## src/rtl/uart_peak_request_responder_if.sv

```systemverilog
// -----------------------------------------------------------------------------
// uart_peak_request_responder_if
//   Bundles the responder's control of the test datapath and its byte
//   handshake into the UART transmitter.
//
//   Signals
//     Channel_sel      [7:0]  datapath channel select (1..NUM_CHANNELS)
//     Hold_Data_sel           1 = datapath holds its send register
//     Byte_To_Send_sel        1 = high byte, 0 = low byte on Word_To_Send
//     tx_valid                byte on Word_To_Send is offered to the transmitter
//     tx_ready                transmitter can take the offered byte
//
//   Handshake: a byte transfers on every rising clk edge where tx_valid and
//   tx_ready are both 1. Once tx_valid rises it stays high, and
//   Byte_To_Send_sel / Hold_Data_sel / Channel_sel stay constant, until that
//   transfer happens. tx_ready may change freely and is ignored while
//   tx_valid is 0.
//
//   Modports
//     master  responder side (drives the controls and tx_valid)
//     slave   datapath / transmitter side (drives tx_ready)
// -----------------------------------------------------------------------------
interface uart_peak_request_responder_if;
  logic [7:0] Channel_sel;
  logic       Hold_Data_sel;
  logic       Byte_To_Send_sel;
  logic       tx_valid;
  logic       tx_ready;

  modport master (
    output Channel_sel,
    output Hold_Data_sel,
    output Byte_To_Send_sel,
    output tx_valid,
    input  tx_ready
  );

  modport slave (
    input  Channel_sel,
    input  Hold_Data_sel,
    input  Byte_To_Send_sel,
    input  tx_valid,
    output tx_ready
  );
endinterface

```

## src/rtl/uart_peak_request_responder.sv

```systemverilog
// -----------------------------------------------------------------------------
// uart_peak_request_responder
//   Host-facing end of the pool-test peak-readout link. An 8N1 UART receiver
//   turns the host line into request bytes; each legal request (1..NUM_CHANNELS)
//   selects a datapath channel, lets the datapath capture its peak for one
//   cycle, then hands the high and low bytes of that peak to the transmitter.
//
//   Parameters
//     CLKS_PER_BIT  clk cycles per UART bit (>= 4, even)
//     NUM_CHANNELS  highest legal request byte value
//
//   Ports
//     clk              in   system clock, all logic on posedge
//     reset_b          in   asynchronous active-low reset
//     uart_rx_serial   in   raw asynchronous RX line, idle high
//     rx_byte          out  last good received byte
//     rx_byte_valid    out  1-cycle pulse, rx_byte updated this cycle
//     framing_error    out  1-cycle pulse, stop bit sampled low
//     bad_cmd          out  1-cycle pulse, request byte out of range
//     cmd_overrun      out  1-cycle pulse, request dropped while busy
//     tx_if            master modport: channel/hold/byte select + tx handshake
//     o_dbg_rx_state   out  current RX FSM state
//     o_dbg_tx_state   out  current TX FSM state
// -----------------------------------------------------------------------------
module uart_peak_request_responder #(
  parameter int CLKS_PER_BIT = 16,
  parameter int NUM_CHANNELS = 4
) (
  input  logic                         clk,
  input  logic                         reset_b,
  input  logic                         uart_rx_serial,
  output logic [7:0]                   rx_byte,
  output logic                         rx_byte_valid,
  output logic                         framing_error,
  output logic                         bad_cmd,
  output logic                         cmd_overrun,
  uart_peak_request_responder_if.master tx_if,
  output logic [1:0]                   o_dbg_rx_state,
  output logic [1:0]                   o_dbg_tx_state
);

  localparam int BW = (CLKS_PER_BIT > 2) ? $clog2(CLKS_PER_BIT) : 1;
  localparam logic [BW-1:0] BAUD_LAST = BW'(CLKS_PER_BIT - 1);
  localparam logic [BW-1:0] HALF_LAST = BW'(CLKS_PER_BIT / 2 - 1);
  localparam logic [7:0]    CH_MAX    = 8'(NUM_CHANNELS);

  typedef enum logic [1:0] {R_IDLE, R_START, R_DATA, R_STOP} rx_state_t;
  typedef enum logic [1:0] {T_IDLE, T_CAPTURE, T_SEND_HI, T_SEND_LO} tx_state_t;

  // ---------------------------------------------------------------------------
  // RX line synchroniser (resets to the idle-high level)
  // ---------------------------------------------------------------------------
  logic r_rx_meta, r_rx_sync;

  always_ff @(posedge clk or negedge reset_b) begin
    if (!reset_b) begin
      r_rx_meta <= 1'b1;
      r_rx_sync <= 1'b1;
    end else begin
      r_rx_meta <= uart_rx_serial;
      r_rx_sync <= r_rx_meta;
    end
  end

  // ---------------------------------------------------------------------------
  // RX FSM
  // ---------------------------------------------------------------------------
  rx_state_t     r_rx_state, w_rx_state_nx;
  logic [BW-1:0] r_baud, w_baud_nx;
  logic [2:0]    r_bit, w_bit_nx;
  logic [7:0]    r_shift, w_shift_nx;
  logic [7:0]    r_rx_byte, w_rx_byte_nx;
  logic          r_rx_valid, w_rx_valid_nx;
  logic          r_ferr, w_ferr_nx;

  always_ff @(posedge clk or negedge reset_b) begin
    if (!reset_b) begin
      r_rx_state <= R_IDLE;
      r_baud     <= '0;
      r_bit      <= '0;
      r_shift    <= '0;
      r_rx_byte  <= '0;
      r_rx_valid <= 1'b0;
      r_ferr     <= 1'b0;
    end else begin
      r_rx_state <= w_rx_state_nx;
      r_baud     <= w_baud_nx;
      r_bit      <= w_bit_nx;
      r_shift    <= w_shift_nx;
      r_rx_byte  <= w_rx_byte_nx;
      r_rx_valid <= w_rx_valid_nx;
      r_ferr     <= w_ferr_nx;
    end
  end

  always_comb begin
    w_rx_state_nx = r_rx_state;
    w_baud_nx     = r_baud;
    w_bit_nx      = r_bit;
    w_shift_nx    = r_shift;
    w_rx_byte_nx  = r_rx_byte;
    w_rx_valid_nx = 1'b0;
    w_ferr_nx     = 1'b0;
    case (r_rx_state)
      R_IDLE: begin
        w_baud_nx = '0;
        w_bit_nx  = '0;
        if (!r_rx_sync) w_rx_state_nx = R_START;
      end
      R_START: begin
        // Half a bit in: still low means a real start bit, high was a glitch.
        if (r_baud == HALF_LAST) begin
          w_baud_nx     = '0;
          w_rx_state_nx = r_rx_sync ? R_IDLE : R_DATA;
        end else begin
          w_baud_nx = r_baud + 1'b1;
        end
      end
      R_DATA: begin
        if (r_baud == BAUD_LAST) begin
          w_baud_nx  = '0;
          w_shift_nx = {r_rx_sync, r_shift[7:1]};   // LSB arrives first
          w_bit_nx   = r_bit + 1'b1;                 // wraps 7 -> 0
          if (r_bit == 3'd7) w_rx_state_nx = R_STOP;
        end else begin
          w_baud_nx = r_baud + 1'b1;
        end
      end
      R_STOP: begin
        if (r_baud == BAUD_LAST) begin
          w_baud_nx     = '0;
          w_rx_state_nx = R_IDLE;   // leave mid-stop so the next start edge is seen
          if (r_rx_sync) begin
            w_rx_byte_nx  = r_shift;
            w_rx_valid_nx = 1'b1;
          end else begin
            w_ferr_nx = 1'b1;
          end
        end else begin
          w_baud_nx = r_baud + 1'b1;
        end
      end
      default: w_rx_state_nx = R_IDLE;
    endcase
  end

  // ---------------------------------------------------------------------------
  // TX FSM: reacts to each registered rx_byte_valid pulse
  // ---------------------------------------------------------------------------
  tx_state_t  r_tx_state, w_tx_state_nx;
  logic [7:0] r_ch, w_ch_nx;
  logic       r_hold, r_bsel, r_tx_valid;
  logic       w_hold_nx, w_bsel_nx, w_tx_valid_nx;
  logic       r_bad, w_bad_nx;
  logic       r_ovr, w_ovr_nx;
  logic       w_accept;
  logic       w_in_range;

  assign w_accept   = r_tx_valid & tx_if.tx_ready;
  assign w_in_range = (r_rx_byte >= 8'd1) && (r_rx_byte <= CH_MAX);

  always_ff @(posedge clk or negedge reset_b) begin
    if (!reset_b) begin
      r_tx_state <= T_IDLE;
      r_ch       <= 8'd1;
      r_hold     <= 1'b0;
      r_bsel     <= 1'b0;
      r_tx_valid <= 1'b0;
      r_bad      <= 1'b0;
      r_ovr      <= 1'b0;
    end else begin
      r_tx_state <= w_tx_state_nx;
      r_ch       <= w_ch_nx;
      r_hold     <= w_hold_nx;
      r_bsel     <= w_bsel_nx;
      r_tx_valid <= w_tx_valid_nx;
      r_bad      <= w_bad_nx;
      r_ovr      <= w_ovr_nx;
    end
  end

  always_comb begin
    w_tx_state_nx = r_tx_state;
    w_ch_nx       = r_ch;
    w_bad_nx      = 1'b0;
    w_ovr_nx      = 1'b0;
    case (r_tx_state)
      T_IDLE: begin
        if (r_rx_valid) begin
          if (w_in_range) begin
            w_ch_nx       = r_rx_byte;
            w_tx_state_nx = T_CAPTURE;
          end else begin
            w_bad_nx = 1'b1;
          end
        end
      end
      T_CAPTURE: w_tx_state_nx = T_SEND_HI;
      T_SEND_HI: if (w_accept) w_tx_state_nx = T_SEND_LO;
      T_SEND_LO: if (w_accept) w_tx_state_nx = T_IDLE;
      default:   w_tx_state_nx = T_IDLE;
    endcase
    // A busy responder drops the request; busy takes priority over range.
    if (r_rx_valid && (r_tx_state != T_IDLE)) w_ovr_nx = 1'b1;
    // Outputs are registered decodes of the state being entered, so they
    // line up exactly with the state register.
    w_tx_valid_nx = (w_tx_state_nx == T_SEND_HI) || (w_tx_state_nx == T_SEND_LO);
    w_hold_nx     = w_tx_valid_nx;
    w_bsel_nx     = (w_tx_state_nx == T_SEND_HI);
  end

  // ---------------------------------------------------------------------------
  // Outputs
  // ---------------------------------------------------------------------------
  assign rx_byte                = r_rx_byte;
  assign rx_byte_valid          = r_rx_valid;
  assign framing_error          = r_ferr;
  assign bad_cmd                = r_bad;
  assign cmd_overrun            = r_ovr;
  assign tx_if.Channel_sel      = r_ch;
  assign tx_if.Hold_Data_sel    = r_hold;
  assign tx_if.Byte_To_Send_sel = r_bsel;
  assign tx_if.tx_valid         = r_tx_valid;
  assign o_dbg_rx_state         = r_rx_state;
  assign o_dbg_tx_state         = r_tx_state;

endmodule

```

## src/flat_wrapper.sv

```systemverilog
// flat-port wrapper written by rule: the top's interface ports become plain ports
module uart_peak_request_responder_flat 
#(
  parameter int CLKS_PER_BIT = 16,
  parameter int NUM_CHANNELS = 4
)
  (clk, reset_b, uart_rx_serial, rx_byte, rx_byte_valid, framing_error, bad_cmd, cmd_overrun, o_dbg_rx_state, o_dbg_tx_state, tx_if_Channel_sel, tx_if_Hold_Data_sel, tx_if_Byte_To_Send_sel, tx_if_tx_valid, tx_if_tx_ready);
  uart_peak_request_responder_if tx_if_i ();
  input  logic clk;
  input  logic reset_b;
  input  logic uart_rx_serial;
  output logic [7:0] rx_byte;
  output logic rx_byte_valid;
  output logic framing_error;
  output logic bad_cmd;
  output logic cmd_overrun;
  output logic [1:0] o_dbg_rx_state;
  output logic [1:0] o_dbg_tx_state;
  output wire logic [$bits(tx_if_i.Channel_sel)-1:0] tx_if_Channel_sel;
  output wire logic [$bits(tx_if_i.Hold_Data_sel)-1:0] tx_if_Hold_Data_sel;
  output wire logic [$bits(tx_if_i.Byte_To_Send_sel)-1:0] tx_if_Byte_To_Send_sel;
  output wire logic [$bits(tx_if_i.tx_valid)-1:0] tx_if_tx_valid;
  input wire logic [$bits(tx_if_i.tx_ready)-1:0] tx_if_tx_ready;
  assign tx_if_Channel_sel = tx_if_i.Channel_sel;
  assign tx_if_Hold_Data_sel = tx_if_i.Hold_Data_sel;
  assign tx_if_Byte_To_Send_sel = tx_if_i.Byte_To_Send_sel;
  assign tx_if_tx_valid = tx_if_i.tx_valid;
  assign tx_if_i.tx_ready = tx_if_tx_ready;
  uart_peak_request_responder #(.CLKS_PER_BIT(CLKS_PER_BIT), .NUM_CHANNELS(NUM_CHANNELS)) u_core (.clk(clk), .reset_b(reset_b), .uart_rx_serial(uart_rx_serial), .rx_byte(rx_byte), .rx_byte_valid(rx_byte_valid), .framing_error(framing_error), .bad_cmd(bad_cmd), .cmd_overrun(cmd_overrun), .tx_if(tx_if_i), .o_dbg_rx_state(o_dbg_rx_state), .o_dbg_tx_state(o_dbg_tx_state));
endmodule
```

## config.mk

```make
export PLATFORM = sky130hd
export DESIGN_NAME = uart_peak_request_responder_flat
export DESIGN_NICKNAME = d
export VERILOG_FILES = /design/src/rtl/uart_peak_request_responder_if.sv /design/src/rtl/uart_peak_request_responder.sv /design/src/flat_wrapper.sv
export SDC_FILE = /design/constraint.sdc
export NUM_CORES = 1
export LEC_CHECK = 0
export ABC_AREA = 0
export ABC_CLOCK_PERIOD_IN_PS = 2180
export CAP_MARGIN = 30
export CORE_AREA = 2 2 86 67
export CTS_BUF_LIST = sky130_fd_sc_hd__clkbuf_8
export CTS_CLUSTER_DIAMETER = 50
export DETAILED_ROUTE_END_ITERATION = 6
export DIE_AREA = 0 0 88 69
export GPL_ROUTABILITY_DRIVEN = 0
export MAX_ROUTING_LAYER = met4
export PLACE_DENSITY = 0.65
export REMOVE_ABC_BUFFERS = 1
export SLEW_MARGIN = 5
export SYNTH_ARGS = -nofsm -noshare
export SYNTH_HDL_FRONTEND = slang
export SYNTH_SLANG_ARGS = --single-unit
```

## constraint.sdc

```tcl
create_clock -name clk -period 2.18 [get_ports clk]
set_input_delay 0.436 -clock clk [delete_from_list [all_inputs] [get_ports clk]]
set_output_delay 0.436 -clock clk [all_outputs]
set_load 0.03 [all_outputs]
```

==> results of run 1 <==
-- worst max path at each step --
stage                                      from                           to  slack [ns]
global placement              u_core.rx_byte[6]  u_core.tx_if.Channel_sel[1]        0.39
finish              u_core.tx_if.Channel_sel[0]         tx_if_Channel_sel[0]        0.25
detailed placement            u_core.rx_byte[6]  u_core.tx_if.Channel_sel[1]        0.34
floorplan                     u_core.rx_byte[6]  u_core.tx_if.Channel_sel[1]        0.33
CTS                 u_core.tx_if.Channel_sel[0]         tx_if_Channel_sel[0]        0.24
global route           u_core.o_dbg_tx_state[1]            o_dbg_tx_state[1]        0.19
-- per-stage QoR --
stage                     cells  cell area (um2)  util (%)
final                       243             2260      43.3
after global routing        243             2260      43.3
after CTS                   243             2260      43.3
after detailed placement    235             2160      41.4
after global placement      235             2160      41.4
after floorplan             125             1730         -
-- power breakdown --
group / switching [W] / total [W] / internal, W
sequential: 0.0000872 / 0.000970 / 0.000883
combinational: 0.000240 / 0.000456 / 0.000216
clock: 0.000255 / 0.000540 / 0.000285
-- cell families after synthesis --
kind of cell	after synthesis	synth area share, %
xor+xnor	2	0.983
buf+inv	12	3.37
fa+ha+maj	3	2.11
mux	23	14.5
flops	43	60.6
compound gates	18	7.23
simple gates	34	11.2
-- cell usage in the layout (no fill, tap or decap), types with 2 or more instances in the layout --
master,Yosys,routed
mux2_2,22,22
nor2_1,6,6
o21ai_0,4,4
nor2b_1,3,3
inv_1,2,3
xnor2_1,2,2
buf_4,1,5
nor3b_1,2,2
a41oi_1,2,2
clkbuf_8,0,7
ha_1,3,3
and2b_2,5,5
nand3_1,4,4
clkdlybuf4s50_1,0,29
dfrtp_1,40,40
and3_1,2,2
nand2_1,6,6
dfstp_2,3,3
a22o_1,5,5
a21oi_1,2,2
-- layer usage --
metal / track usage [%] / wire length [um]
met5: - / 0
met4: 4.96 / 61
met3: 4.43 / 253
met2: 18.3 / 1510
met1: 14.8 / 1470
-- registers in the layout, summed over array words and instances (netlist names), named ones only --
signal and cells:
u_core.bad_cmd 1, u_core.cmd_overrun 1, u_core.framing_error 1, u_core.o_dbg_rx_state 1, u_core.o_dbg_tx_state 2, u_core.r_baud 4
u_core.r_bit 3, u_core.r_rx_meta 1, u_core.r_rx_sync 1, u_core.r_shift 8, u_core.rx_byte 8, u_core.rx_byte_valid 1
u_core.tx_if.Byte_To_Send_sel 1, u_core.tx_if.Channel_sel 8, u_core.tx_if.Hold_Data_sel 1
-- final cells by class --
cell class	instances	share of cell area (%)
clock buffers	7	4.27
well taps	75	4.16
inverters	2	0.333
flip-flops and latches	43	47.9
multi-input cells	80	28.5
clock inverters	1	0.166
repair buffers	35	14.8
==> flow_summary.json, run 1 <==
{
  "reg2reg_from": "u_core.rx_byte[6]",
  "die_w_um": 88,
  "cts_max_path_buffers": 2,
  "dp_hpwl_um": 2380,
  "drv_cap": 0,
  "fin_skew_ns": 0.00814,
  "synth_cell_types": 33,
  "path_max_fanout": 2,
  "cts-htree-levels": 2,
  "r2r_end": "u_core.tx_if.Channel_sel[1]",
  "setup_viol": 0,
  "grt_use_total_pct": 12.2,
  "num_rows": 23,
  "yosysMostFrequentCell": "dfrtp_1",
  "yosys_warnings": 0,
  "holdWs_ns": 0.205,
  "path_delay_family": "buffers and inverters",
  "synth_edf_count": 0,
  "cp_slowest_cell": "clkdlybuf4s50_1",
  "slew_headroom_pct": 64.9,
  "fmaxAchievable_mhz": 517,
  "ys_seq_area_share_pct": 60.6,
  "grt_max_degree": 44,
  "worst-endpoint-arrival_ns": 1.50,
  "coreArea_mm2": 0.00521,
  "crit_required_ns": 1.74,
  "antenna_left": 0,
  "n_fill_cell": 474,
  "ios": 31,
  "io_buffers": 30,
  "r2r_slack_ns": 0.33,
  "cts_buffers": 5,
  "rsz0062_at_grt": "false",
  "cts_tree": "done",
  "grt_pass1_vias": 1181,
  "netlist_top_cells_area": "dfrtp_1 56%, mux2_2 14%, dfstp_2 4.4%",
  "yosys-top-cells-count": "40 x dfrtp_1, 22 x mux2_2, 6 x nand2_1, 6 x nor2_1",
  "post-place-ws_ns": 0.337,
  "cts_setup_buffers": 0,
  "crit_chain": "clkdlybuf4s50_1",
  "num_vias": 1132,
  "crit_cells": 1,
  "antenna_found_initial": 0,
  "totalWireLength_um": 3290,
  "wl_per_cell_um": 13.6,
  "netlist_area_mm2": 0.00178,
  "synth_async_sr_flop_share_pct": 100,
  "post_cts_resized": 0,
  "grt_overflow": 0,
  "synth_area_per_cell_um2": 13.2,
  "crit_type": "flop to primary output",
  "tightest_slew_ns": 0.526,
  "hold_class": "input port to async pin",
  "min_period_over_period_pct": 88.7,
  "cpPeakStageDelay_ns": 0.66,
  "worstRegToRegCells": 4,
  "p_leak_nw": 1.04,
  "drv_slew": 0,
  "vias_per_cell": 4.66,
  "final_nets": 174,
  "drive_above_1_share_pct": 26.8,
  "dr.pass1.iters": 4,
  "vdd_ir_drop_max_v": 0.000378,
  "synth_ff_type": "dfrtp_1",
  "path_buf_inv": 1,
  "synth_cells": 135,
  "die_area_mm2": 0.00607,
  "end_kind": "primary output",
  "synth_top_cell_area_share_pct": 56.2,
  "fin_crit_ns": 1.93,
  "layout_setup_ws_ns": 0.247,
  "hold_buffers": 0,
  "cts-root-buf": "clkbuf_8",
  "synth-seq-cells": 43,
  "seq_area_mm2": 0.00108,
  "multiInputGateArea_um2": 642,
  "synthToLayoutAreaGrowth_pct": 26.6,
  "clkSinkCount": 43,
  "p_per_area_mw_per_mm2": 871,
  "drtIter0Drc": 27,
  "hold_violations": 0,
  "status": "finished, final reports clean",
  "finalPower_w": 0.00197,
  "antenna_cells": 0,
  "grt_pass1_wl_um": 5650,
  "clock_latency_ns": 0.29,
  "drc": 0,
  "start_kind": "flop",
  "cts.clk_slew.worst_paths_ns": 0.08,
  "start_util_pct": 34.2,
  "setup_tns_ns": 0,
  "synth.largest_area_cell": "dfrtp_1",
  "die_h_um": 69
}
No activity file was read; power rests on OpenSTA's default activity.
==> run 2: changes to the inputs <==
--- a/config.mk
+++ b/config.mk
@@ -8,11 +8,11 @@
 export ABC_AREA = 0
 export ABC_CLOCK_PERIOD_IN_PS = 2180
 export CAP_MARGIN = 30
-export CORE_AREA = 2 2 86 67
+export CORE_AREA = 2 2 83 69
 export CTS_BUF_LIST = sky130_fd_sc_hd__clkbuf_8
 export CTS_CLUSTER_DIAMETER = 50
 export DETAILED_ROUTE_END_ITERATION = 6
-export DIE_AREA = 0 0 88 69
+export DIE_AREA = 0 0 85 71
 export GPL_ROUTABILITY_DRIVEN = 0
 export MAX_ROUTING_LAYER = met4
 export PLACE_DENSITY = 0.65
==> flow_summary.json, run 2 (synthesized netlist as in run 1, its figures left out) <==
{
  "grt_pass1_vias": 1217,
  "num_vias": 1108,
  "drc": 0,
  "cts.clk_slew.worst_paths_ns": 0.08,
  "cts_max_path_buffers": 2,
  "dp_hpwl_um": 2280,
  "dpl-instance-area_mm2": 0.00214,
  "final_cells": 233,
  "grt_use_total_pct": 11.8,
  "clkSinkCount": 43,
  "dr.pass1.iters": 4,
  "vias_per_cell": 4.76,
  "drtIter0Drc": 29,
  "cts-root-buf": "clkbuf_8",
  "clock_latency_ns": 0.29,
  "clkPwrFrac_pct": 25.2,
  "fin_area_mm2": 0.00223,
  "layout_setup_ws_ns": 0.112,
  "totalWireLength_um": 3110,
  "crit_chain": "clkdlybuf4s50_1",
  "fin_crit_ns": 2.07,
  "post_cts_resized": 0,
  "cpPeakStageDelay_ns": 0.75,
  "ios": 31,
  "coreArea_mm2": 0.00526,
  "path_max_fanout": 14,
  "antenna_left": 0,
  "setup_tns_ns": 0,
  "hold_buffers": 0,
  "die_w_um": 85,
  "p_leak_nw": 1.03,
  "worst-endpoint-arrival_ns": 1.63,
  "crit_required_ns": 1.74,
  "crit_type": "flop to primary output",
  "setup_viol": 0,
  "rsz0062_at_grt": "false",
  "p_int_w": 0.00131,
  "slew_headroom_pct": 67.6,
  "hold_class": "input port to async pin",
  "io_buffers": 30,
  "drive_above_1_share_pct": 27.4,
  "p_switching_w": 0.000576,
  "synthToLayoutAreaGrowth_pct": 25.0,
  "layout_commonest_cell": "dfrtp_1",
  "antenna_cells": 0,
  "cts_setup_buffers": 0,
  "status": "finished, final reports clean",
  "start_kind": "flop",
  "drv_slew": 0,
  "path_delay_family": "buffers and inverters",
  "p_per_area_mw_per_mm2": 845,
  "drv_cap": 0,
  "swShare_pct": 30.6,
  "fin_skew_ns": 0.00557,
  "hold_violations": 0,
  "final_nets": 174,
  "cts_buffers": 5,
  "p_seq_share_pct": 53.0,
  "n_fill_cell": 494,
  "min_period_over_period_pct": 94.8,
  "fmaxAchievable_mhz": 484,
  "path_buf_inv": 1,
  "tightest_slew_ns": 0.487,
  "antenna_found_initial": 0,
  "r2r_slack_ns": 0.29,
  "cts_tree": "done",
  "start_util_pct": 33.9,
  "grt_overflow": 0,
  "vdd_ir_drop_max_v": 0.000433,
  "end_kind": "primary output",
  "post-place-ws_ns": 0.285,
  "pwr-share-comb_pct": 21.8,
  "cts-htree-levels": 2,
  "die_area_mm2": 0.00604,
  "grt_pass1_wl_um": 5610,
  "num_rows": 24,
  "grt_max_degree": 23,
  "placed_cells": 225,
  "postLayoutCoreUtil_pct": 42.4,
  "die_h_um": 71,
  "cp_slowest_cell": "clkdlybuf4s50_1",
  "final_cell_mix": "40 x dfrtp_1, 29 x clkdlybuf4s50_1, 22 x mux2_2",
  "wl_per_cell_um": 13.3
}
==> run 2: cell count changes in the layout (fill, tap and decap cells not counted) <==
cell,before,now
clkinv_2,0,3
inv_1,3,2
clkbuf_8,7,5
==> run 2: final cells by class <==
class	count	area [um2]	share of cell area [%]
Clock buffer	5	68.8	3.09
Timing Repair Buffer	35	333	14.9
Tap cell	65	81.3	3.65
Multi-Input combinational cell	80	642	28.8
Inverter	2	7.51	0.337
Clock inverter	3	15.0	0.674
Sequential cell	43	1080	48.5
==> run 2: metal layers <==
layer | vias up | GRT usage (%) | share of wire [%]
met1 | 546 | 15.4 | 46
met5 | - | - | 0
li1 | 535 | - | -
met3 | 3 | 4.08 | 4.8
met4 | 0 | 2.82 | 0.61
met2 | 24 | 18.0 | 48
==> run 2: final timing paths <==
path | start | end | cells after the start
setup / recovery | flop | o_dbg_rx_state[1] | 1
setup reg to reg | u_core.rx_byte[6] | u_core.tx_if.Channel_sel[1] | 4
min in group clk | u_core.r_rx_meta | u_core.r_rx_sync | 0
hold / removal | reset_b | u_core.r_shift[5] | 1
hold reg to reg | u_core.r_rx_meta | u_core.r_rx_sync | 0
max in group asynchronous | reset_b | u_core.tx_if.Channel_sel[0] | 2
==> run 2: power by group through the flow <==
stage | registers [W] | clock network [W] | logic [W]
global placement | 0.00100 | 0 | 0.000397
detailed placement | 0.00101 | 0 | 0.000414
floorplan | 0.00104 | 0 | 0.000232
CTS | 0.000995 | 0.000493 | 0.000415
finish | 0.000997 | 0.000473 | 0.000411
global route | 0.00101 | 0.000528 | 0.000471
==> run 2: metrics by stage <==
stage	total power, W	hold slack, ns
finish	0.00188	0.100
detailed placement	0.00142	0.348
global route	0.00201	0.129
floorplan	0.00127	0.140
CTS	0.00190	0.103
global placement	0.00140	0.347
